--- config.mk ---
export PLATFORM = sky130hd
export DESIGN_NAME = fetch_stage
export DESIGN_NICKNAME = d
export VERILOG_FILES = /design/src/rtl/fetch_pkg.sv /design/src/rtl/fetch_stage.sv
export SDC_FILE = /design/constraint.sdc
export NUM_CORES = 1
export LEC_CHECK = 0
export ABC_AREA = 1
export CAP_MARGIN = 10
export CORE_MARGIN = 5
export CORE_UTILIZATION = 45
export CTS_CLUSTER_DIAMETER = 80
export DETAILED_ROUTE_END_ITERATION = 10
export PLACE_DENSITY = 0.84
export SLEW_MARGIN = 20
export SYNTH_ARGS = -nofsm -noshare
export SYNTH_HDL_FRONTEND = slang
export SYNTH_SLANG_ARGS = --single-unit
export TNS_END_PERCENT = 20
--- constraint.sdc ---
create_clock -name clk -period 2.17 [get_ports clk]
set_clock_uncertainty 0.05 [all_clocks]
set_input_delay 0.3255 -clock clk [delete_from_list [all_inputs] [get_ports clk]]
set_output_delay 0.3255 -clock clk [all_outputs]
set_load 0.02 [all_outputs]
--- src/rtl/fetch_pkg.sv ---
// Shared definitions for the instruction fetch stage.
//   state_t     : fetch controller states
//   INSTR_BYTES : default PC increment per sequential fetch
//   ALIGN_BITS  : low address bits cleared to word-align an address
package fetch_pkg;

  typedef enum logic [1:0] {
    IDLE  = 2'd0,
    REQ   = 2'd1,
    DRAIN = 2'd2,
    VALID = 2'd3
  } state_t;

  localparam int INSTR_BYTES = 4;

  // Word-align mask: addresses are used with these low bits forced to zero.
  localparam int ALIGN_BITS = 2;

endpackage

--- src/rtl/fetch_stage.sv ---
// Instruction fetch stage wrapped around an external PC register.
// Ports:
//   clk, rst_n              : clock, async active-low reset
//   pc_q                    : current PC from the PC register
//   pc_d, pc_en             : next PC and load enable for the PC register
//   imem_req, imem_addr     : instruction-memory request, word-aligned address
//   imem_ack, imem_rdata    : memory response, completes the request
//   redirect_valid/_pc      : branch/exception redirect from execute
//   out_valid/ready/instr/pc: instruction handshake towards decode
//
// state | meaning
// IDLE  | after reset, a redirect may load the PC, then start fetching
// REQ   | request for pc_q outstanding
// DRAIN | redirected while a request was outstanding, wait out the stale ack
// VALID | instruction held for decode until accepted or redirected
module fetch_stage
  import fetch_pkg::*;
#(
  parameter int ADDR_WIDTH  = 32,
  parameter int DATA_WIDTH  = 32,
  parameter int INSTR_BYTES = fetch_pkg::INSTR_BYTES
) (
  input  logic                  clk,
  input  logic                  rst_n,
  input  logic [ADDR_WIDTH-1:0] pc_q,
  output logic [ADDR_WIDTH-1:0] pc_d,
  output logic                  pc_en,
  output logic                  imem_req,
  output logic [ADDR_WIDTH-1:0] imem_addr,
  input  logic                  imem_ack,
  input  logic [DATA_WIDTH-1:0] imem_rdata,
  input  logic                  redirect_valid,
  input  logic [ADDR_WIDTH-1:0] redirect_pc,
  output logic                  out_valid,
  input  logic                  out_ready,
  output logic [DATA_WIDTH-1:0] out_instr,
  output logic [ADDR_WIDTH-1:0] out_pc
);

  state_t                state_q;
  logic [ADDR_WIDTH-1:0] pend_pc_q;
  logic [ADDR_WIDTH-1:0] pc_aligned;
  logic [ADDR_WIDTH-1:0] redirect_aligned;
  logic                  pc_en_c;
  logic [ADDR_WIDTH-1:0] pc_d_c;

  assign pc_aligned       = {pc_q[ADDR_WIDTH-1:ALIGN_BITS], {ALIGN_BITS{1'b0}}};
  assign redirect_aligned = {redirect_pc[ADDR_WIDTH-1:ALIGN_BITS], {ALIGN_BITS{1'b0}}};

  assign imem_addr = pc_aligned;
  // rst_n gating keeps the request and PC load dead for the whole reset window.
  assign imem_req  = rst_n && ((state_q == REQ) || (state_q == DRAIN));
  assign out_valid = (state_q == VALID);
  assign pc_en     = rst_n && pc_en_c;
  assign pc_d      = pc_d_c;

  // The PC only moves on an ack while a request is outstanding, so imem_addr
  // stays stable for the whole request.
  always_comb begin
    pc_en_c = 1'b0;
    pc_d_c  = pc_aligned;
    case (state_q)
      IDLE, VALID: begin
        if (redirect_valid) begin
          pc_en_c = 1'b1;
          pc_d_c  = redirect_aligned;
        end
      end
      REQ: begin
        if (imem_ack) begin
          pc_en_c = 1'b1;
          pc_d_c  = redirect_valid ? redirect_aligned
                                   : pc_aligned + ADDR_WIDTH'(INSTR_BYTES);
        end
      end
      DRAIN: begin
        if (imem_ack) begin
          pc_en_c = 1'b1;
          pc_d_c  = redirect_valid ? redirect_aligned : pend_pc_q;
        end
      end
      default: ;
    endcase
  end

  always_ff @(posedge clk or negedge rst_n) begin
    if (!rst_n) begin
      state_q   <= IDLE;
      out_instr <= '0;
      out_pc    <= '0;
      pend_pc_q <= '0;
    end else begin
      case (state_q)
        IDLE: state_q <= REQ;
        REQ: begin
          if (imem_ack && !redirect_valid) begin
            out_instr <= imem_rdata;
            out_pc    <= pc_aligned;
            state_q   <= VALID;
          end else if (redirect_valid && !imem_ack) begin
            pend_pc_q <= redirect_aligned;
            state_q   <= DRAIN;
          end
          // ack together with redirect: data dropped, refetch from the target
        end
        DRAIN: begin
          if (redirect_valid) pend_pc_q <= redirect_aligned;
          if (imem_ack)       state_q   <= REQ;
        end
        VALID: begin
          if (out_ready || redirect_valid) state_q <= REQ;
        end
        default: state_q <= IDLE;
      endcase
    end
  end

endmodule

== Word level (Yosys, flattened, before mapping) ==
Cells that the tools add are included.
Cells by class
  eq/ne operators: 8
  bitwise gates (word level): 0
  multipliers: 0
  divide/modulo/power cells: 0
  multiplexer cells: 17
  add/subtract/negate cells: 1
  shift-type cells: 0
  $lt $le $gt $ge: 0
  reduce and logical (&&, ||, !) cells: 15
Operator list (count)
  $mux W32: 7
  $pmux W32 S3: 1
  $pmux W32 S2: 1
  $add A32 B3 Y32 const B: 1
  $mux W2: 4
  $pmux W2 S4: 1
  $reduce_and A3 Y1: 2
  $eq A2 B2 Y1 const B: 2
  $logic_and A1 B1 Y1: 4
  $ne A2 B1 Y1 const B: 2
  $ne A2 B2 Y1 const B: 2
  $reduce_or A2 Y1: 2
  $ne A3 B1 Y1 const B: 1
  $eq A2 B1 Y1 const B: 1
  $logic_not A1 Y1: 2
  $logic_not A2 Y1: 1
  $logic_or A1 B1 Y1: 2
  $mux W1: 2
  $pmux W1 S2: 1
  $reduce_and A2 Y1: 1
  $reduce_bool A2 Y1: 1
Word-level totals
  RAM bits: 0
  memory bits (read-only): 0
  register bits: 96
  memories: 0
  output and inout port bits: 131
  word-level logic and storage cells: 45
  input bits: 101
  bits in latches: 0

== Longest topological paths before layout ==
Gate-level depths: netlist of the first run.
  depth after elaboration: 5
  depth in mapped cells: 11
  mapped depth without buffers: 11

== Worst setup path after synthesis of the first run ==
OpenSTA, ideal clock, no wires.
  path kind: reg-to-output
  start point: reg state_q[0]
  end point: out pc_d[3]
  data arrival time: 1.794 ns
  path buffers: 2
  cell stages (with the launch flop): 9
  slack: 0.001 ns
  data required time: 1.794 ns
  path through: dfrtp_1 -> inv_1 -> ha_1 -> inv_2 -> buf_2 -> buf_2 -> o211ai_1 -> o21ai_0 -> o21ai_0
Between the ends
  longest elaborated chain between the ends: 3
  elaborated cells on any way between the ends: 6
  classes of those cells: eq/ne (3); mux (1); reduce/logical (2)
RTL lines
  start, declared: RTL line fetch_stage.sv:40  | state_t state_q;
  start signal, assigned: RTL line fetch_stage.sv:88  | state_q <= IDLE;
  start signal, assigned: RTL line fetch_stage.sv:94  | IDLE: state_q <= REQ;
  start signal, assigned: RTL line fetch_stage.sv:99  | state_q <= VALID;
  $eq A2 B2 Y1 / $logic_not A2 Y1 (equally long branches): RTL line fetch_stage.sv:62  | case (state_q)
  $reduce_or A2 Y1: RTL line fetch_stage.sv:62
  $pmux W32 S3 (*): RTL line fetch_stage.sv:62
  end, declared: RTL line fetch_stage.sv:26  | output logic [ADDR_WIDTH-1:0] pc_d,
Every way passes the cells marked *; elsewhere a longest branch is shown, timed or not.

== Final worst setup path of the first run ==
  start point: reg state_q[0]
  end point: out pc_d[22]
The elaborated chain is that of the path after synthesis.

==> results.txt, run 1 <==
* Worst path bufs/invs: 5
- Root buffer cell: clkbuf_16
- The pre-antenna-repair detailed-routing pass consisted of 6 iterations.
- After the flow finishes, the layout carries non-filler instances totaling 1343.
* Class of the most critical hold timing path: primary input to async pin
- Routed vias/inst: 5.598
* Clk Latency, worst-skew pair: 0.35 ns
- Setup-failing EPs final: 32
- Initial detailed-routing violation count: 560
* Maximum ir drop on the vdd rail: 1.115 mV
* Level count of the clock H-tree: 3
- Die Width: 129.3 microns
- Worst-case headroom to the max-slew limit: 63.60%
* Max Fclk: 0.4306 GHz
- After clock tree synthesis, the flow added hold-fix buffers numbering 0.
* Final count of hold timing violations: 0
- After synthesis, the netlist uses 38 different library cells.
- In the finished design, the share of the clock period the worst path needs comes to 107.0%.
- Total DRC errors in the routed layout: 0
* Initial antenna violation count: 1
* Top cells by area, synth: dfrtp_1, nand2_1, o21ai_0, mux2_2, buf_4
- Number of routed nets with antenna violations: 0
- Starting density of the core: 45.94%
- STA classifies the critical path endpoint as an output port.
- Detailed placement HPWL: 17620 microns
- 232 I/O pins were placed.
- Synthesis-to-finish area growth: 61.42%
* First-pass GRT wire length: 37390 microns
- The setup check on the worst reg-to-reg path leaves a slack of 0.29 ns.
- WP data required: 1.79 ns
- Share of synthesized area occupied by flip-flops and latches: 37.53%
* Final antenna diode count: 0
* Number of placed cells counting well taps: 1319
* Failing checks: negative setup slack
- The worst register-to-register path begins at state_q[0].
- Overall routing resource usage: 28.40%
- Entering global routing, the biggest net connects 97 pins.
- After synthesis the netlist holds a flip-flop and latch count of 96.
- Kind of start point of the critical path: flop
* Buffer depth of the longest clock path: 2
- Across the run, the number of max-cap violations was 0.
- Dividing total power by cell area gives a power density of 1400 nW/um^2.
- Max-slew violation count: 0
* Final #Nets: 1263
* Sinks on the clock net: 96
- Post-synthesis cell type with the largest combined area: dfrtp_1
* Number of clock buffers inserted by TritonCTS: 9
* Delay of the slowest critical-path stage: 0.39 ns
* Data arrival time at the worst-slack endpoint: 1.95 ns
- Top fanout value on the critical path: 9
- Setup repair after global routing could not meet its margin everywhere.
- WS Path Type: flop to output port
- TritonCTS clock tree: yes
- In this run the static leakage power is 0.004674 uW.
- Tightest Pin Transition: 0.5460 ns
* Avg Inst Size Synth: 7.435 sq um
- Crit path max-delay family: buffers and inverters
- Number of standard cells after synthesis: 861
* Via count: 7518
- Warnings from Yosys: 0
- In this run the standard cell core region covers 13930 sq um.
- Commonest non-fill, non-tap cell in the layout: nand2_1
- Critical Path, Cell by Cell: inv_2, ha_4, buf_6, inv_8, nand2_8, buf_16, o21ai_1, nand2_1, nand2_1, buf_6
- Setup slack after layout: -0.1523 ns
- For the finished layout, the period the worst path requires is 2.322 ns.
- Die area: 16710 sq um
- The final layout contains routed wiring with a total length of 24820 microns.
* Y dimension of the die: 129.3 microns
* Most frequent cells in the layout: nand2_1, clkdlybuf4s50_1, buf_4
* Status: complete, but fails checks
- Clock-pin slew was measured on the worst setup and hold paths at 0.07 ns.
- Area share of the leading cell type in the synthesized netlist: 37.53%
* Post-Synthesis Cell Area: 6401 sq um
- Once placement finished, the instance area stood at 9493 sq um.
- The count of buffers added on input and output ports is 223.
- The post-route netlist has 31.21% of its cells at a drive strength greater than 1.
* Hold slack final: 0.03418 ns
* Post-layout total power: 14470 uW
* Number of standard-cell rows in the floorplan: 43
- In the final routed layout, each cell accounts on average for 18.48 microns.
* Via count of the first global-routing pass: 7351
* Total overflow reported by the global router: 0
- The worst register-to-register path ends at out_instr[0].
- Number of filler instances in the final layout: 988
- Master of the slowest instance on the critical path: dfrtp_1
* Cell area after layout: 10330 sq um
- Measured on the finished design, the core utilization comes to 74.15%.
* Cell count of the worst reg-to-reg path: 7
* Final weighted congestion in routability-driven placement: 0.9182
-- worst max path at each step --
stage	from	depth (start not counted)	slack (ns)	to
2_1_floorplan	state_q[0]	8	0.0006	pc_d[3]
3_3_place_gp	pc_q[3]	11	-0.98	pc_d[20]
3_5_place_dp	pc_q[3]	11	-0.98	pc_d[20]
4_1_cts	state_q[1]	9	-0.17	pc_d[3]
5_1_grt	pc_q[27]	10	-0.23	pc_d[29]
6_report	state_q[0]	10	-0.15	pc_d[22]
-- registers in the layout, summed over array words and instances (netlist names) --
| name | flops |
|---|---|
| out_instr | 32 |
| out_pc | 30 |
| pend_pc_q | 32 |
| state_q | 2 |
-- where the power goes --
| group | leakage, uW | switching [uW] | total (uW) | internal (uW) |
|---|---|---|---|---|
| clock | 0.000146 | 771 | 1610 | 837 |
| sequential | 0.00117 | 404 | 3070 | 2670 |
| combinational | 0.00336 | 5320 | 9790 | 4460 |
-- final cells by class --
type | count | area, sq um | area share (%)
Inverter | 84 | 330.3 | 3.197
Clock inverter | 6 | 55.05 | 0.5328
Multi-Input combinational cell | 605 | 3626 | 35.09
Tap cell | 180 | 225.2 | 2.180
Timing Repair Buffer | 362 | 3453 | 33.42
Sequential cell | 96 | 2404 | 23.26
Clock buffer | 10 | 239.0 | 2.313
-- Yosys cell counts --
cell	count
a211oi_1	12
a21oi_1	27
a221oi_1	1
a22o_1	3
a22oi_1	2
and2_1	1
buf_2	22
buf_4	38
buf_6	4
clkbuf_1	14
clkbuf_2	1
clkinv_1	1
conb_1	1
dfrtp_1	96
ha_1	4
inv_1	75
inv_2	8
mux2_2	33
nand2_1	212
nand2_2	8
nand2_4	1
nand3_1	44
nand3_2	3
nand3_4	1
nand4_1	11
nor2_1	42
nor2_4	12
nor2_8	1
nor3_1	14
nor4_1	1
o2111ai_1	3
o211ai_1	8
o21a_1	3
o21ai_0	131
o21ai_1	18
o21bai_2	1
o221ai_1	2
o22ai_1	2
-- per-stage QoR --
stage | setup slack, ns | TNS (ns)
final | -0.1523 | -2.857
after global routing | -0.2256 | -5.267
after CTS | -0.1652 | -3.112
after detailed placement | -0.9833 | -24.79
after global placement | -0.9759 | -23.88
after floorplan | 0.0006063 | 0
-- timing repair --
action                                  in CTS  in global routing
cloned                                       2                  0
gates resized for setup                    328                 75
endpoints found under the setup margin      34                 34
setup buffers                                3                  3
pin swaps                                   26                 27
-- routing by layer --
metal | routed length, microns | share of wire, % | GRT usage, %
met1 | 9201 | 37 | 33.50
met4 | 1143 | 4.6 | 14.27
met2 | 11800 | 48 | 47.84
met5 | 7 | 0.028 | 0
met3 | 2664 | 11 | 7.461
-- logic make-up after synthesis --
logic type / Yosys count / synth area share, %
other cells: 1 / 0.05858
flops: 96 / 37.53
mux: 33 / 5.805
simple gates: 351 / 24.82
fa+ha+maj: 4 / 0.7819
compound gates: 213 / 18.30
buf+inv: 163 / 12.71
Power figures use the tool's default switching activity.
==> inputs of run 2 (changes only) <==
==> constraint.sdc (replaced) <==
create_clock -name clk -period 2.2 [get_ports clk]
set_clock_uncertainty 0.05 [all_clocks]
set_input_delay 0.33 -clock clk [delete_from_list [all_inputs] [get_ports clk]]
set_output_delay 0.33 -clock clk [all_outputs]
set_load 0.02 [all_outputs]
==> run 2 against run 1 <==
- the run still ends with negative setup slack left
- final area grew 0.18%
- non-clock buffer count decreased by 1
- sequential power barely moved
- core utilization up 0.13 points
- sequential cell count unchanged
- via count rose by 2.6%
- critical path depth is 1 lower
- register-to-register slack lost 0.12 ns
- sequential share of layout area hardly changed
- final cell count is essentially flat
- largest cell class unchanged
- largest power group unchanged
==> results.txt, run 2 (synthesized netlist as in run 1, its figures left out) <==
- Across all setup checks in the final design, the least slack found is -0.1613 ns.
- The net count of the finished layout is 1262.
* Biggest regs: out_instr: 32 flops, pend_pc_q: 32 flops, out_pc: 30 flops
* Number of standard-cell rows in the floorplan: 43
- Combinational share of power: 68.0%
* Kind of start point of the critical path: flop
- The floorplan step set the die width to 129.3 microns.
* Mean routed wirelength per cell: 19.16 microns
* Number of buffers added to fix hold violations after cts: 0
- Die area: 16710 sq um
* Post-layout total power: 14630 uW
* Routed vias/inst: 5.748
- Commonest non-fill, non-tap cell in the layout: nand2_1
* Y dimension of the die: 129.3 microns
* Top fanout value on the critical path: 9
- The endpoint identified for the worst register-to-register timing path is out_pc[24].
* Static Leak: 0.004665 uW
* Synthesis-to-finish area growth: 61.71%
- Setup crit end kind: output port
- Registers are responsible for 20.8% of the overall power.
* Worst-case headroom to the max-slew limit: 64.25%
- Maximum ir drop on the vdd rail: 1.212 mV
* Hold slack final: 0.05245 ns
* Cell area after layout: 10350 sq um
* Dpl ws: -0.9469 ns
- Initial detailed-routing violation count: 791
* Worst path bufs/invs: 4
- Final antenna diode count: 0
* Number of routed nets with antenna violations: 0
- Number of clock buffers inserted by TritonCTS: 9
- Status: complete, but fails checks
* Cell count of the worst reg-to-reg path: 9
- Leaving out fill and tap cells, the most frequent cells in the layout are nand2_1, clkdlybuf4s50_1, buf_4.
- In this run switching power makes up 44.71% of total power.
* Placed Area: 9493 sq um
- The clock reaches the later pin of the worst-skew pair after 0.35 ns.
* Initial antenna violation count: 0
* Crit path max-delay family: buffers and inverters
- In this run the number of H-tree levels came out at 3.
- Critical Path, Cell by Cell: ha_4, buf_6, inv_8, nand2_8, buf_16, o21ai_2, nand2_2, o21ai_2, buf_6
- Clock edge transition at the registers on the reported setup and hold paths: 0.07 ns
- For this run, the detailed router's first-pass iteration total came to 6.
* Power Dens Cells: 1414 nW/um^2
- The HPWL after detailed placement is 17400 microns.
- WS Path Type: flop to output port
* Ratio of cells with drive above 1 in the final layout: 31.76%
* Sinks on the clock net: 96
* Min Tclk post-route: 2.361 ns
* Total overflow reported by the global router: 0
- Class of the most critical hold timing path: primary input to async pin
* TritonCTS clock tree: yes
- Via count: 7714
- Largest net degree at the start of global routing: 97
* Final WL: 25720 microns
- The worst register-to-register path has a setup slack of 0.17 ns.
- Via count of the first global-routing pass: 7511
- Setup violations remaining at the end of the flow were counted as 33.
- Final period utilization: 107.3%
- Starting density of the core: 45.94%
- First-pass GRT wire length: 38650 microns
- Max-slew violation count: 0
- Buffer depth of the longest clock path: 2
- Total DRC errors in the routed layout: 0
- Internal power consumption: 8092 uW
- For the pin with the worst max-slew slack, the measured transition is 0.5363 ns.
* Final weighted congestion in routability-driven placement: 0.9157
- The checks that failed: negative setup slack.
- For this run, the top clock speed supported by timing is 0.4235 GHz.
- The core region is 13930 sq um.
- For the worst setup path, the data required time is 1.82 ns.
- Buffers placed on the I/O ports in this run total 223.
- Setup repair after global routing could not meet its margin everywhere.
- Ports: 232
- Number of max-cap violations: 0
- The number of hold violations in the final report came to 0.
- Root buffer cell: clkbuf_16
- Net switching power: 6543 uW
* Data arrival time at the worst-slack endpoint: 1.98 ns
- Master of the slowest instance on the critical path: dfrtp_2
- Critical path depth: 9
* Part of the power in the clock network: 11.2%
- Global routing used 29.23% of the available tracks.
- On the worst path, the slowest cell contributes a delay of 0.45 ns.
* Worst R2R Start: state_q[0]
[run 2: routing by layer]
layer	vias up	track usage [%]	share of wire (%)
met3	149	6.348	11
met2	560	49.05	46
met5	-	0	0
met1	3586	35.41	37
li1	3419	-	-
met4	0	14.82	6.2
[run 2: worst max path at each step]
stage / start / endpoint / slack, ns
6_report: state_q[1] / pc_d[17] / -0.16
4_1_cts: state_q[1] / pc_d[2] / -0.09
3_3_place_gp: pc_q[3] / pc_d[20] / -0.96
3_5_place_dp: pc_q[3] / pc_d[20] / -0.95
5_1_grt: pc_q[9] / pc_d[17] / -0.26
2_1_floorplan: state_q[0] / pc_d[3] / 0.03
[run 2: power groups by stage]
stage	combinational [uW]	sequential (uW)	clock, uW
2_1_floorplan	3610	3700	0
3_3_place_gp	8280	2990	0
3_5_place_dp	8390	3060	0
4_1_cts	9460	3040	1660
5_1_grt	10500	3130	1720
6_report	9950	3040	1640
[run 2: timing repair]
item	CTS	global route
gates resized for setup	376	48
setup endpoints to repair	34	34
setup buffers	4	1
cloned	2	0
pin swaps	38	21
[run 2: layout make-up]
type / count / area (sq um)
multi-input cells: 605 / 3661
fillers: 981 / 3583
repair buffers: 361 / 3420
flip-flops and latches: 96 / 2404
inverters: 84 / 335.3
clock buffers: 10 / 239.0
well taps: 180 / 225.2
clock inverters: 6 / 67.56
[run 2: through the flow]
| step | TNS, ns | std cells | util, % |
|---|---|---|---|
| floorplan | 0 | 864 | - |
| global placement | -23.18 | 1319 | 68.12 |
| CTS | -1.297 | 1341 | 73.57 |
| detailed placement | -23.70 | 1319 | 68.12 |
| global route | -4.698 | 1342 | 74.28 |
| finish | -2.871 | 1342 | 74.28 |
[run 2: worst reg2reg max path, cell delays in order, from the launching register on]
cell and delay (ns):
dfrtp_1 0.39, buf_4 0.16, ha_4 0.17, buf_4 0.14
buf_12 0.14, nand3_4 0.11, buf_12 0.22, buf_4 0.29
nand2_1 0.10, o21ai_0 0.14
==> inputs of run 3 (changes only) <==
==> constraint.sdc (replaced) <==
create_clock -name clk -period 2.2 [get_ports clk]
set_clock_uncertainty 0.05 [all_clocks]
set_input_delay 0.44 -clock clk [delete_from_list [all_inputs] [get_ports clk]]
set_output_delay 0.44 -clock clk [all_outputs]
set_load 0.02 [all_outputs]
==> run 3 against run 2 <==
- the run still ends with negative setup slack left
- clock-buffer cell count stayed put
- highest routed layer unchanged
- die area stayed put
- combinational power is 2.8% lower
- wire length is 0.77% lower
- total power is 2.6% lower
- largest power group unchanged
- critical path depth is 1 higher
- core utilization is 0.35 points higher
- first-iteration DRC count is 5.2% higher
- sequential power hardly changed
- critical endpoint is now pc_d[26]
==> results.txt, run 3 (synthesized netlist as in run 1, its figures left out) <==
- At the pin with the least slew margin, the transition time is 0.8623 ns.
- Final #Nets: 1267
* Final WL: 25520 microns
* First-pass GRT wire length: 37150 microns
- The routed layout has 7596 vias.
- Worst-case headroom to the max-slew limit: 42.52%
- The critical path contains buffers and inverters numbering 3 combined.
- For flop-to-flop paths, the worst setup slack is 0.34 ns.
- Data arrival time at the worst-slack endpoint: 2.17 ns
- Number of standard-cell rows in the floorplan: 43
- Overall routing resource usage: 28.00%
* Mean routed wirelength per cell: 18.94 microns
* Final period utilization: 121.1%
- Routed vias/inst: 5.639
* Kind of start point of the critical path: primary input
* Worst R2R Start: state_q[1]
* Detailed placement HPWL: 17570 microns
- Total overflow reported by the global router: 0
- Final antenna diode count: 0
- WP data required: 1.71 ns
- Compared with the post-synthesis result, the final layout area differs by 62.47%.
- Following the worst setup path forward leads to its endpoint at pc_d[26].
* Max Fclk: 0.3753 GHz
- The endpoint identified for the worst register-to-register timing path is out_instr[15].
* Ratio of cells with drive above 1 in the final layout: 33.16%
- Placed Area: 9428 sq um
* Critical path depth: 10
- Cell area after layout: 10400 sq um
- The die is 129.3 microns tall.
* Max-slew violation count: 0
- 232 I/O pins were placed.
* Level count of the clock H-tree: 3
* Number of clock buffers inserted by TritonCTS: 9
- Summed over all cells, the static leakage comes to 0.004735 uW.
* Min Tclk post-route: 2.664 ns
- Initial detailed-routing violation count: 832
- Most frequent cell on the critical path: nand3_1
* Via count of the first global-routing pass: 7419
* Commonest non-fill, non-tap cell in the layout: nand2_1
- In the layout the commonest cells are nand2_1, clkdlybuf4s50_1, buf_4.
- Class of the most critical hold timing path: primary input to async pin
- Traced cell by cell, the critical path runs through dlygate4sd2_1, nand2_1, inv_1, nand3_1, nor2_1, nand4_1, nand3_1, nand3_1, a21oi_1, buf_4.
* Number of non-filler instances in the completed layout: 1347
- Clock-pin slew was measured on the worst setup and hold paths at 0.07 ns.
* Status: complete, but fails checks
- Aggregate negative setup slack: -7.422 ns
- Cell count of the worst reg-to-reg path: 7
- Counting along the longest clock path gives a buffer depth of 2.
- Of all nets on the critical path, the largest fanout is 4.
* Starting density of the core: 45.94%
- Initial antenna violation count: 0
- Power spread over the standard cell area amounts to 1370 nW/um^2.
- Worst setup path startpoint: pc_q[22]
* WS Path Type: primary input to output port
- Largest net degree at the start of global routing: 69
- Setup slack on the critical path of the routed design comes to -0.4642 ns.
- Setup violations remaining at the end of the flow were counted as 33.
- Core box area: 13930 sq um
* Final count of hold timing violations: 0
- Failing checks: negative setup slack
- Maximum ir drop on the vdd rail: 0.9294 mV
- Measured on the finished design, the core utilization comes to 74.63%.
- Biggest regs: out_instr: 32 flops, pend_pc_q: 32 flops, out_pc: 30 flops
- Delay of the slowest critical-path stage: 0.32 ns
- From left edge to right edge, the die measures 129.3 microns.
- The slowest stage of the critical path is the dlygate4sd2_1 cell.
- Port Buffers: 223
* Number of routed nets with antenna violations: 0
- CTS placed an instance of clkbuf_16 at the clock tree root.
* Crit path max-delay family: simple AND/OR/NAND/NOR gates
- The first detailed-routing pass ran for 6 iterations.
* Sinks on the clock net: 96
* Setup repair after global routing missed its margin: true
* Final weighted congestion in routability-driven placement: 0.9306
* Number of placed cells counting well taps: 1317
- TritonCTS built the clock tree.
* Clk Latency, worst-skew pair: 0.35 ns
* Setup crit end kind: output port
* Die area: 16710 sq um
- After detailed routing, the number of remaining DRC violations is 0.
- Number of max-cap violations: 0
## run 3: changes by cell type in the layout (fill, tap and decap cells not counted), moves of 6 or more
| cell | before | now |
|---|---|---|
| nand2_2 | 18 | 27 |
| nand2_1 | 197 | 190 |
| nor2_1 | 22 | 29 |
| nor2_2 | 14 | 7 |
| buf_6 | 30 | 36 |
## run 3: report_power, final
part / internal (uW) / switching [uW] / total (uW) / leakage (uW)
Combinational: 4350 / 5320 / 9670 / 0.00343
Clock: 803 / 723 / 1530 / 0.000135
Sequential: 2630 / 420 / 3050 / 0.00117
## run 3: worst register-to-register path: cells and delay by family (launching register included)
family        cells  cell delay [ns]
buf+inv           4             0.56
flops             1             0.47
fa+ha+maj         1             0.17
mux               1             0.38
simple gates      1             0.11
## run 3: routing by layer
metal | GRT usage (%) | wire length, microns | up-vias
met5 | 0 | 0 | -
met4 | 12.35 | 1011 | 0
met3 | 5.111 | 2871 | 96
met2 | 47.59 | 12260 | 549
met1 | 34.81 | 9371 | 3532
li1 | - | - | 3419
## run 3: metrics by stage
| stage | worst slack (ns) | hold WS [ns] | total power [uW] |
|---|---|---|---|
| after global routing | -0.4966 | 0.09550 | 15010 |
| after global placement | -1.199 | 0.4161 | 11120 |
| final | -0.4642 | 0.05698 | 14250 |
| after detailed placement | -1.226 | 0.4198 | 11320 |
| after floorplan | -0.006867 | 0.09441 | 7309 |
| after CTS | -0.2518 | 0.07282 | 13490 |
## run 3: timing repair
action	4_1_cts	5_1_grt
cloned	1	2
resized for setup	345	113
buffers inserted	7	4
pin swaps	34	46
setup endpoints to repair	44	34
hold buffers	0	0
## run 3: final cells by class
cell class | instances | area, sq um
flip-flops and latches | 96 | 2404
clock inverters | 6 | 42.54
inverters | 84 | 322.8
well taps | 180 | 225.2
clock buffers | 10 | 239.0
fillers | 961 | 3535
repair buffers | 366 | 3466
multi-input cells | 605 | 3701
## run 3: how the worst min path moves through the flow
stage                     depth (start not counted)             to  slack (ns)
final                                             2     out_pc[31]        0.06
after CTS                                         2  pend_pc_q[31]        0.07
after global routing                              2  pend_pc_q[31]         0.1
after detailed placement                          2   pend_pc_q[5]        0.42
after global placement                            2     out_pc[22]        0.42
after floorplan                                   0   out_instr[0]        0.09
